### src/rtl/cp0_pkg.sv
// cp0_pkg: shared constants for the M-stage coprocessor-0 block.
//   - CP0 register indices used by mfc0/mtc0
//   - exception codes recorded in Cause.ExcCode
//   - SR/Cause field bit positions
//   - exception handler address, also used by the F-stage PC register
package cp0_pkg;

    // CP0 register indices
    localparam logic [4:0] REG_SR    = 5'd12;
    localparam logic [4:0] REG_CAUSE = 5'd13;
    localparam logic [4:0] REG_EPC   = 5'd14;
    localparam logic [4:0] REG_PRID  = 5'd15;

    // Exception codes
    localparam logic [4:0] EXC_INT  = 5'd0;
    localparam logic [4:0] EXC_ADEL = 5'd4;
    localparam logic [4:0] EXC_ADES = 5'd5;
    localparam logic [4:0] EXC_RI   = 5'd10;
    localparam logic [4:0] EXC_OV   = 5'd12;

    // Field bit positions
    localparam int IM_HI   = 15;
    localparam int IM_LO   = 10;
    localparam int EXL_BIT = 1;
    localparam int IE_BIT  = 0;
    localparam int BD_BIT  = 31;

    // Fetch redirect target on interrupt/exception
    localparam logic [31:0] HANDLER_ADDR = 32'h0000_4180;

    // Assemble the architectural SR view; unlisted bits read as zero.
    function automatic logic [31:0] pack_sr(input logic [5:0] im,
                                            input logic       exl,
                                            input logic       ie);
        logic [31:0] v;
        v              = 32'd0;
        v[IM_HI:IM_LO] = im;
        v[EXL_BIT]     = exl;
        v[IE_BIT]      = ie;
        return v;
    endfunction

    // Assemble the architectural Cause view; unlisted bits read as zero.
    function automatic logic [31:0] pack_cause(input logic       bd,
                                               input logic [5:0] ip,
                                               input logic [4:0] exc);
        logic [31:0] v;
        v              = 32'd0;
        v[BD_BIT]      = bd;
        v[IM_HI:IM_LO] = ip;
        v[6:2]         = exc;
        return v;
    endfunction

endpackage

### src/rtl/m_cp0.sv
// m_cp0: coprocessor 0 at the M stage. Holds SR, Cause, EPC and PRId,
// arbitrates hardware interrupts against the M-stage exception code and
// raises Req, which redirects fetch to the handler and flushes the pipe.
//
// Ports:
//   clk        in   clock, all state updates on posedge
//   reset      in   asynchronous active-low reset
//   A1         in   mfc0 read index
//   A2         in   mtc0 write index
//   DIn        in   mtc0 write data
//   en         in   mtc0 write enable
//   PC         in   M-stage instruction PC
//   BDIn       in   M-stage instruction sits in a branch delay slot
//   ExcCodeIn  in   M-stage exception code, 0 = none
//   HWInt      in   level-sensitive hardware interrupt lines
//   EXLClr     in   eret in M stage
//   DOut       out  mfc0 read data (combinational)
//   EPCOut     out  current EPC
//   Req        out  interrupt/exception redirect request (combinational)
module m_cp0
    import cp0_pkg::*;
#(
    parameter logic [31:0] PRID = 32'h0000_2024
) (
    input  logic        clk,
    input  logic        reset,
    input  logic [4:0]  A1,
    input  logic [4:0]  A2,
    input  logic [31:0] DIn,
    input  logic        en,
    input  logic [31:0] PC,
    input  logic        BDIn,
    input  logic [4:0]  ExcCodeIn,
    input  logic [5:0]  HWInt,
    input  logic        EXLClr,
    output logic [31:0] DOut,
    output logic [31:0] EPCOut,
    output logic        Req
);

    logic [5:0]  im_q,  im_d;
    logic        exl_q, exl_d;
    logic        ie_q,  ie_d;
    logic        bd_q,  bd_d;
    logic [5:0]  ip_q,  ip_d;
    logic [4:0]  exc_q, exc_d;
    logic [31:0] epc_q, epc_d;

    logic        int_req;
    logic        exc_req;
    logic [31:0] pc_aligned;
    logic [31:0] epc_trap;

    // Write-data and PC bits that have no home in any register.
    logic        unused_bits;
    assign unused_bits = ^{DIn[31:16], DIn[9:2], PC[1:0]};

    assign int_req    = ie_q & ~exl_q & (|(HWInt & im_q));
    assign exc_req    = ~exl_q & (ExcCodeIn != EXC_INT);
    assign Req        = int_req | exc_req;

    // A delay-slot instruction returns to its branch, one word earlier.
    // Wraparound at PC=0 is intentional.
    assign pc_aligned = {PC[31:2], 2'b00};
    assign epc_trap   = BDIn ? (pc_aligned - 32'd4) : pc_aligned;

    always_comb begin
        im_d  = im_q;
        exl_d = exl_q;
        ie_d  = ie_q;
        bd_d  = bd_q;
        exc_d = exc_q;
        epc_d = epc_q;
        ip_d  = HWInt;

        if (Req) begin
            // Trap entry: the M-stage instruction is flushed, so any mtc0
            // or eret it carries is dropped.
            exl_d = 1'b1;
            exc_d = int_req ? EXC_INT : ExcCodeIn;
            bd_d  = BDIn;
            epc_d = epc_trap;
        end else begin
            if (en && (A2 == REG_SR)) begin
                im_d  = DIn[IM_HI:IM_LO];
                exl_d = DIn[EXL_BIT];
                ie_d  = DIn[IE_BIT];
            end
            if (en && (A2 == REG_EPC)) begin
                epc_d = DIn;
            end
            // eret overrides an EXL value written by a simultaneous mtc0.
            if (EXLClr) begin
                exl_d = 1'b0;
            end
        end
    end

    always_ff @(posedge clk or negedge reset) begin
        if (!reset) begin
            im_q  <= 6'd0;
            exl_q <= 1'b0;
            ie_q  <= 1'b0;
            bd_q  <= 1'b0;
            ip_q  <= 6'd0;
            exc_q <= 5'd0;
            epc_q <= 32'd0;
        end else begin
            im_q  <= im_d;
            exl_q <= exl_d;
            ie_q  <= ie_d;
            bd_q  <= bd_d;
            ip_q  <= ip_d;
            exc_q <= exc_d;
            epc_q <= epc_d;
        end
    end

    assign EPCOut = epc_q;

    always_comb begin
        DOut = 32'd0;
        case (A1)
            REG_SR:    DOut = pack_sr(im_q, exl_q, ie_q);
            REG_CAUSE: DOut = pack_cause(bd_q, ip_q, exc_q);
            REG_EPC:   DOut = epc_q;
            REG_PRID:  DOut = PRID;
            default:   DOut = 32'd0;
        endcase
    end

endmodule
### config.mk
export PLATFORM = sky130hd
export DESIGN_NAME = m_cp0
export DESIGN_NICKNAME = d
export VERILOG_FILES = /design/src/rtl/cp0_pkg.sv /design/src/rtl/m_cp0.sv
export SDC_FILE = /design/constraint.sdc
export NUM_CORES = 1
export LEC_CHECK = 0
export ABC_AREA = 1
export BUFFER_PORTS_ARGS = -buffer_cell sky130_fd_sc_hd__buf_2
export CAP_MARGIN = 20
export CORE_MARGIN = 5
export CORE_UTILIZATION = 44
export DETAILED_ROUTE_END_ITERATION = 12
export GPL_TIMING_DRIVEN = 1
export HOLD_SLACK_MARGIN = 0.03
export PLACE_DENSITY = 0.83
export SLEW_MARGIN = 20
export SYNTH_ARGS = -nofsm -noshare
export SYNTH_HDL_FRONTEND = slang
export SYNTH_SLANG_ARGS = --single-unit
### constraint.sdc
create_clock -name clk -period 1.35 [get_ports clk]
set_input_delay 0.135 -clock clk [delete_from_list [all_inputs] [get_ports clk]]
set_output_delay 0.135 -clock clk [all_outputs]
set_load 0.01 [all_outputs]
Word level (Yosys, flattened, before mapping). Index checks and enable logic that the tools add are counted.

$add $sub $neg: 1. Equality and inequality tests: 6. Multiplexer cells: 8. Bitwise gates (word level): 7. Reductions and logical operators: 7.

Operator list (number): 32-bit case mux with 4 select lines (1); 32-bit 2-to-1 mux (3); 32-bit by 3-bit subtractor with 32-bit output, second input constant (1); 5-bit by 4-bit == test with 1-bit output, second input constant (6); 6-bit bitwise AND (1); 6-bit OR reduction (1); 5-bit 2-to-1 mux (1); 5-bit nonzero test (1); 1-bit bitwise AND (3); 1-bit 2-to-1 mux (3); 3-bit nonzero test (1); 1-bit logical AND (2); 1-bit inverter (2); 2-bit AND reduction (1); 2-bit nonzero test (1); 1-bit OR (1).

Register bits: 52. Input port bits: 90. Word-level logic and storage cells: 36.

Longest topological paths before layout.
Depth after elaboration: 6. Mapped depth: 12. Depth with buffers taken out: 12.

Worst setup path before layout. No wires, ideal clock.

Kind: register to register. Start point: register im_q[3]. End point: register epc_q[20], in the netlist EPCOut[20]. Setup time: 116 ps. Arrival: 1254 ps. Data required time: 1234 ps. Slack: -20 ps. Stages on the path, launching flop included: 10. Buffers on the path: 1. Path through: dfrtp_1 > nand2_1 > nand3_1 > o21ai_2 > nand2_4 > nor2_4 > buf_4 > nor2_1 > nand2_1 > nand2_1.

Word-level cells in the longest chain between the ends: 5.

Ends and longest elaborated chain: from (decl) (line m_cp0.sv:41) `logic [5:0] im_q, im_d;`; from (signal assigned) (line m_cp0.sv:109) `im_q <= im_d;`; 6-bit bitwise AND * (line m_cp0.sv:58) `assign int_req = ie_q & ~exl_q & (|(HWInt & im_q));`; 6-bit OR reduction * (line m_cp0.sv:58); 1-bit bitwise AND * (line m_cp0.sv:58); 1-bit OR * (line m_cp0.sv:60) `assign Req = int_req | exc_req;`; 32-bit 2-to-1 mux / 2-bit nonzero test (equally long branches); to (signal assigned) (line m_cp0.sv:115) `epc_q <= epc_d;`; to (decl) (line m_cp0.sv:47) `logic [31:0] epc_q, epc_d;`.

Mark *: on every way between the ends. The rest lies on a longest branch, timed or not. A chain may end at the register's enable or synchronous reset.

Worst setup path in the final report.
Start point: register im_q[1]. End point: register im_q[4].

Word-level cells in the longest chain between the ends: 6.

Ends and longest elaborated chain (line): 6-bit bitwise AND (m_cp0.sv:58); 6-bit OR reduction (m_cp0.sv:58); 1-bit bitwise AND (m_cp0.sv:58); 1-bit OR (m_cp0.sv:60); 1-bit inverter (no source line); 2-bit AND reduction (no source line).

No other way between the ends.

==> PnR_summary.wiki <==
{| class="wikitable"
! Metric !! Value
|-
| Result of the run || complete, but fails checks
|-
| Failing checks || negative setup slack
|-
| Insertion delay to the later sink of the worst-skew pair || just over 300 ps
|-
| Max Buffers Root-to-Sink || 2
|-
| Required time reported for the critical path endpoint || 1580 ps
|-
| Cell seen most often among critical-path stages || buf_12
|-
| Minimum period implied by the final worst setup slack || roughly 1800 ps
|-
| Number of nets still failing antenna checks after routing || 0
|-
| Wire length of the first global-routing pass || 22000 um
|-
| Reg2reg end || im_q[4]
|-
| Total CTS buffers || 5
|-
| Arrival time of the worst setup path || 2020 ps
|-
| Peak VDD IR || 0.823 mV
|-
| Leading post-synthesis cells by cell area || dfrtp_1 (36%), nand2_1 (18%), nor2_1 (11%), inv_1 (8.5%), nand3_1 (5.4%)
|-
| Internal reg-to-reg setup slack || -440 ps
|-
| Post-synth design cell area || 0.00361 sq mm
|-
| Final period util || 133%
|-
| Number of global-route vias before repair || 4492
|-
| DP Wirelength || approximately 10000 um
|-
| Min setup slack post-route || -441 ps
|-
| Placed instance count || about 850
|-
| Largest area contributor in the netlist || dfrtp_1
|-
| Die extent in x || around 100 um
|-
| Series of cell instances along the critical path || nand2_2 -> nand3_2 -> o21ai_4 -> nand2_4 -> buf_6 -> buf_12 -> nor2_4 -> buf_12 -> nand2_1 -> o21ai_2
|-
| Layout Skew || 11.4 ps
|-
| Layout cells sized above 1 || 40.3%
|-
| Reg2Reg Depth || 10
|-
| Via count || approximately 4700
|-
| Slowest cell on crit path || dfrtp_1
|-
| Worst hold slack || approximately 68 ps
|-
| Worst hold path startpoint || DIn[10]
|-
| GRT Util Overall || 27.3%
|-
| Hold path endpoint || im_q[0]
|-
| Weighted congestion reported at the end of routability-driven placement || about 0.96
|-
| Number of design-rule violations left by the first detailed-router iteration || 346
|-
| Finished Layout Cells || 882
|-
| Post-detailed-route via-to-cell ratio || 5.31
|-
| Top-Level Pins || 155
|-
| Starting Density || 44.6%
|-
| Commonest non-fill, non-tap cells in the layout || buf_2 (151), nand2_1 (137), nor2_1 (86)
|-
| Synth-to-Final Area Change || 55.3%
|-
| Routed wirelength normalized by instance count || around 17 um
|-
| Number of cells traversed by the worst hold path || 3
|-
| First-pass iteration count of the detailed router || 6
|-
| Number of levels in the clock H-tree || 2
|-
| Static Leak || 0.00303 uW
|-
| Crit Path Class || flop to flop
|-
| Post-placement cell area || 0.00480 sq mm
|-
| Number of max-slew violations in the final report || 0
|-
| Total number of clock tree sinks || 52
|-
| Antenna diode count || 0
|-
| Source of the worst register-to-register timing path || im_q[1]
|-
| FF+latch count, synth || 52
|-
| Die area || 0.0101 sq mm
|-
| Grt total ovfl || 0
|-
| Largest fanout on the critical path || 15
|-
| Count of distinct cell types in the synthesized netlist || 31
|-
| Max frequency || 558 MHz
|-
| RSZ-0062 raised after global routing || yes
|-
| Layout Cell Area excl Fill || 0.00561 sq mm
|-
| Clock transition at the registers of the reported paths || 100 ps
|-
| Critical path launch point type || flop
|-
| Transition time at the pin with the least slew margin || 435 ps
|-
| Max-cap violation count || 0
|-
| Remaining design rule violation count || 0
|-
| Power per Cell Area || between 1500 and 2000 mW/mm^2
|-
| Most common library cell in the layout ignoring fill and taps || buf_2
|-
| Portion of the post-synthesis area used by sequential elements || 36.0%
|-
| Clock tree root buffer cell || clkbuf_8
|-
| Sort of element at the end of the critical path || flop
|-
| Initial antenna violation count || 0
|-
| Synthesis Warnings || 0
|-
| Final-report setup violation count || 47
|-
| Area fraction of the dominant cell type after synthesis || 36.0%
|-
| Core area || 0.00809 sq mm
|-
| # nets final || 867
|-
| Final Hold Fails || 0
|-
| Syn nets || approximately 660
|-
| Mean Syn Cell Area || 6.36 sq um
|-
| Site row count || 33
|-
| Largest net degree at the start of global routing || 31
|-
| Sum Neg Setup Slack || -14550 ps
|-
| Vertical die dimension || 101 um
|-
| Detailed-route wire length || 14700 um
|-
| Slowest cell delay on critical path || 410 ps
|-
| Normalized max-slew margin || 70.7%
|-
| Worst min path class || input pin to flop
|-
| TritonCTS clock tree || yes
|-
| Number of buffer cells added on primary ports || about 150
|-
| Count of mapped cells out of synthesis || 568
|}
metrics by stage:
| step | power [uW] | worst slack (ps) | util [%] |
|---|---|---|---|
| after global placement | 6730 | -155 | 59.3 |
| after CTS | 9290 | -267 | 66.1 |
| after detailed placement | 6870 | -220 | 59.3 |
| after floorplan | 5180 | -0.473 | - |
| final | 10400 | -441 | 69.3 |
| after global routing | 10900 | -479 | 69.3 |
critical path: cells and delay by family, from the launching register on:
| kind | cells | cell delay [ps] |
|---|---|---|
| simple gates | 5 | 520 |
| buf+inv | 3 | 430 |
| compound gates | 2 | 330 |
| flops | 1 | 410 |
cells by family after synthesis:
| group | share of synthesized area [%] |
|---|---|
| AND/OR/NAND/NOR | 39.3 |
| buffers and inverters | 11.5 |
| AO/OA/AOI/OAI | 9.67 |
| flip-flops | 36.0 |
| XOR/XNOR | 3.15 |
| adder cells (fa/ha/maj) | 0.346 |
worst max-delay path by stage:
stage / from / to / slack, ps / cells past startpoint
2_1_floorplan: im_q[5] / EPCOut[20] / -0.5 / 9
3_3_place_gp: PC[8] / EPCOut[17] / -150 / 8
3_5_place_dp: im_q[1] / EPCOut[24] / -220 / 9
4_1_cts: im_q[2] / EPCOut[24] / -270 / 10
5_1_grt: im_q[1] / im_q[4] / -480 / 10
6_report: im_q[1] / im_q[4] / -440 / 10
final cells by class:
cell class / count / area [sq um]
clock inverters: 2 / 16.3
multi-input cells: 416 / 2270
well taps: 105 / 131
inverters: 83 / 314
clock buffers: 6 / 72.6
flip-flops and latches: 52 / 1300
repair buffers: 218 / 1500
fillers: 630 / 2480
where the power goes:
group	internal, uW	switching, uW	leakage, uW
clock	370	532	0.0000414
sequential	2240	665	0.000607
combinational	2910	3650	0.00238
registers in the layout, indices dropped and copies added (netlist names):
signal	count
im_q	6
bd_q	1
exl_q	1
ie_q	1
exc_q	5
EPCOut	32
ip_q	6
per-layer routing:
layer	part of all wire (%)	GRT usage (%)	up-vias
met5	0	0	-
met4	4.6	10.1	0
met3	9.6	3.88	61
met2	50	47.0	300
met1	36	34.5	2152
li1	-	-	2174
cell usage after synthesis:
cell type and count:
inv_2 1, nor2_4 3, nand2_4 1, xnor2_1 1, nand4_1 8, ha_1 1
o21ai_4 1, buf_6 2, nand3_1 39, nor2_2 5, buf_4 5, nand3b_1 3
o2111ai_1 1, xor2_1 12, a21oi_1 8, nor2_1 104, nand2_1 171, o21ai_0 13
o21ai_1 27, o211ai_1 7, and2_1 2, o31ai_1 2, nor3_1 2, clkbuf_1 5
nor3b_1 1, o21bai_1 1, o21ai_2 1, buf_2 5, nand2_2 2, dfrtp_1 52
inv_1 82
repair_timing:
| action | 4_1_cts | 5_1_grt |
|---|---|---|
| setup buffers | 11 | 7 |
| setup endpoints to repair | 48 | 49 |
| pin swaps | 17 | 32 |
| hold buffers | 6 | 1 |
| hold endpoints to repair | 21 | 1 |
| resized for setup | 59 | 80 |
| cloned | 4 | 1 |
Power figures use the tool's default switching activity.
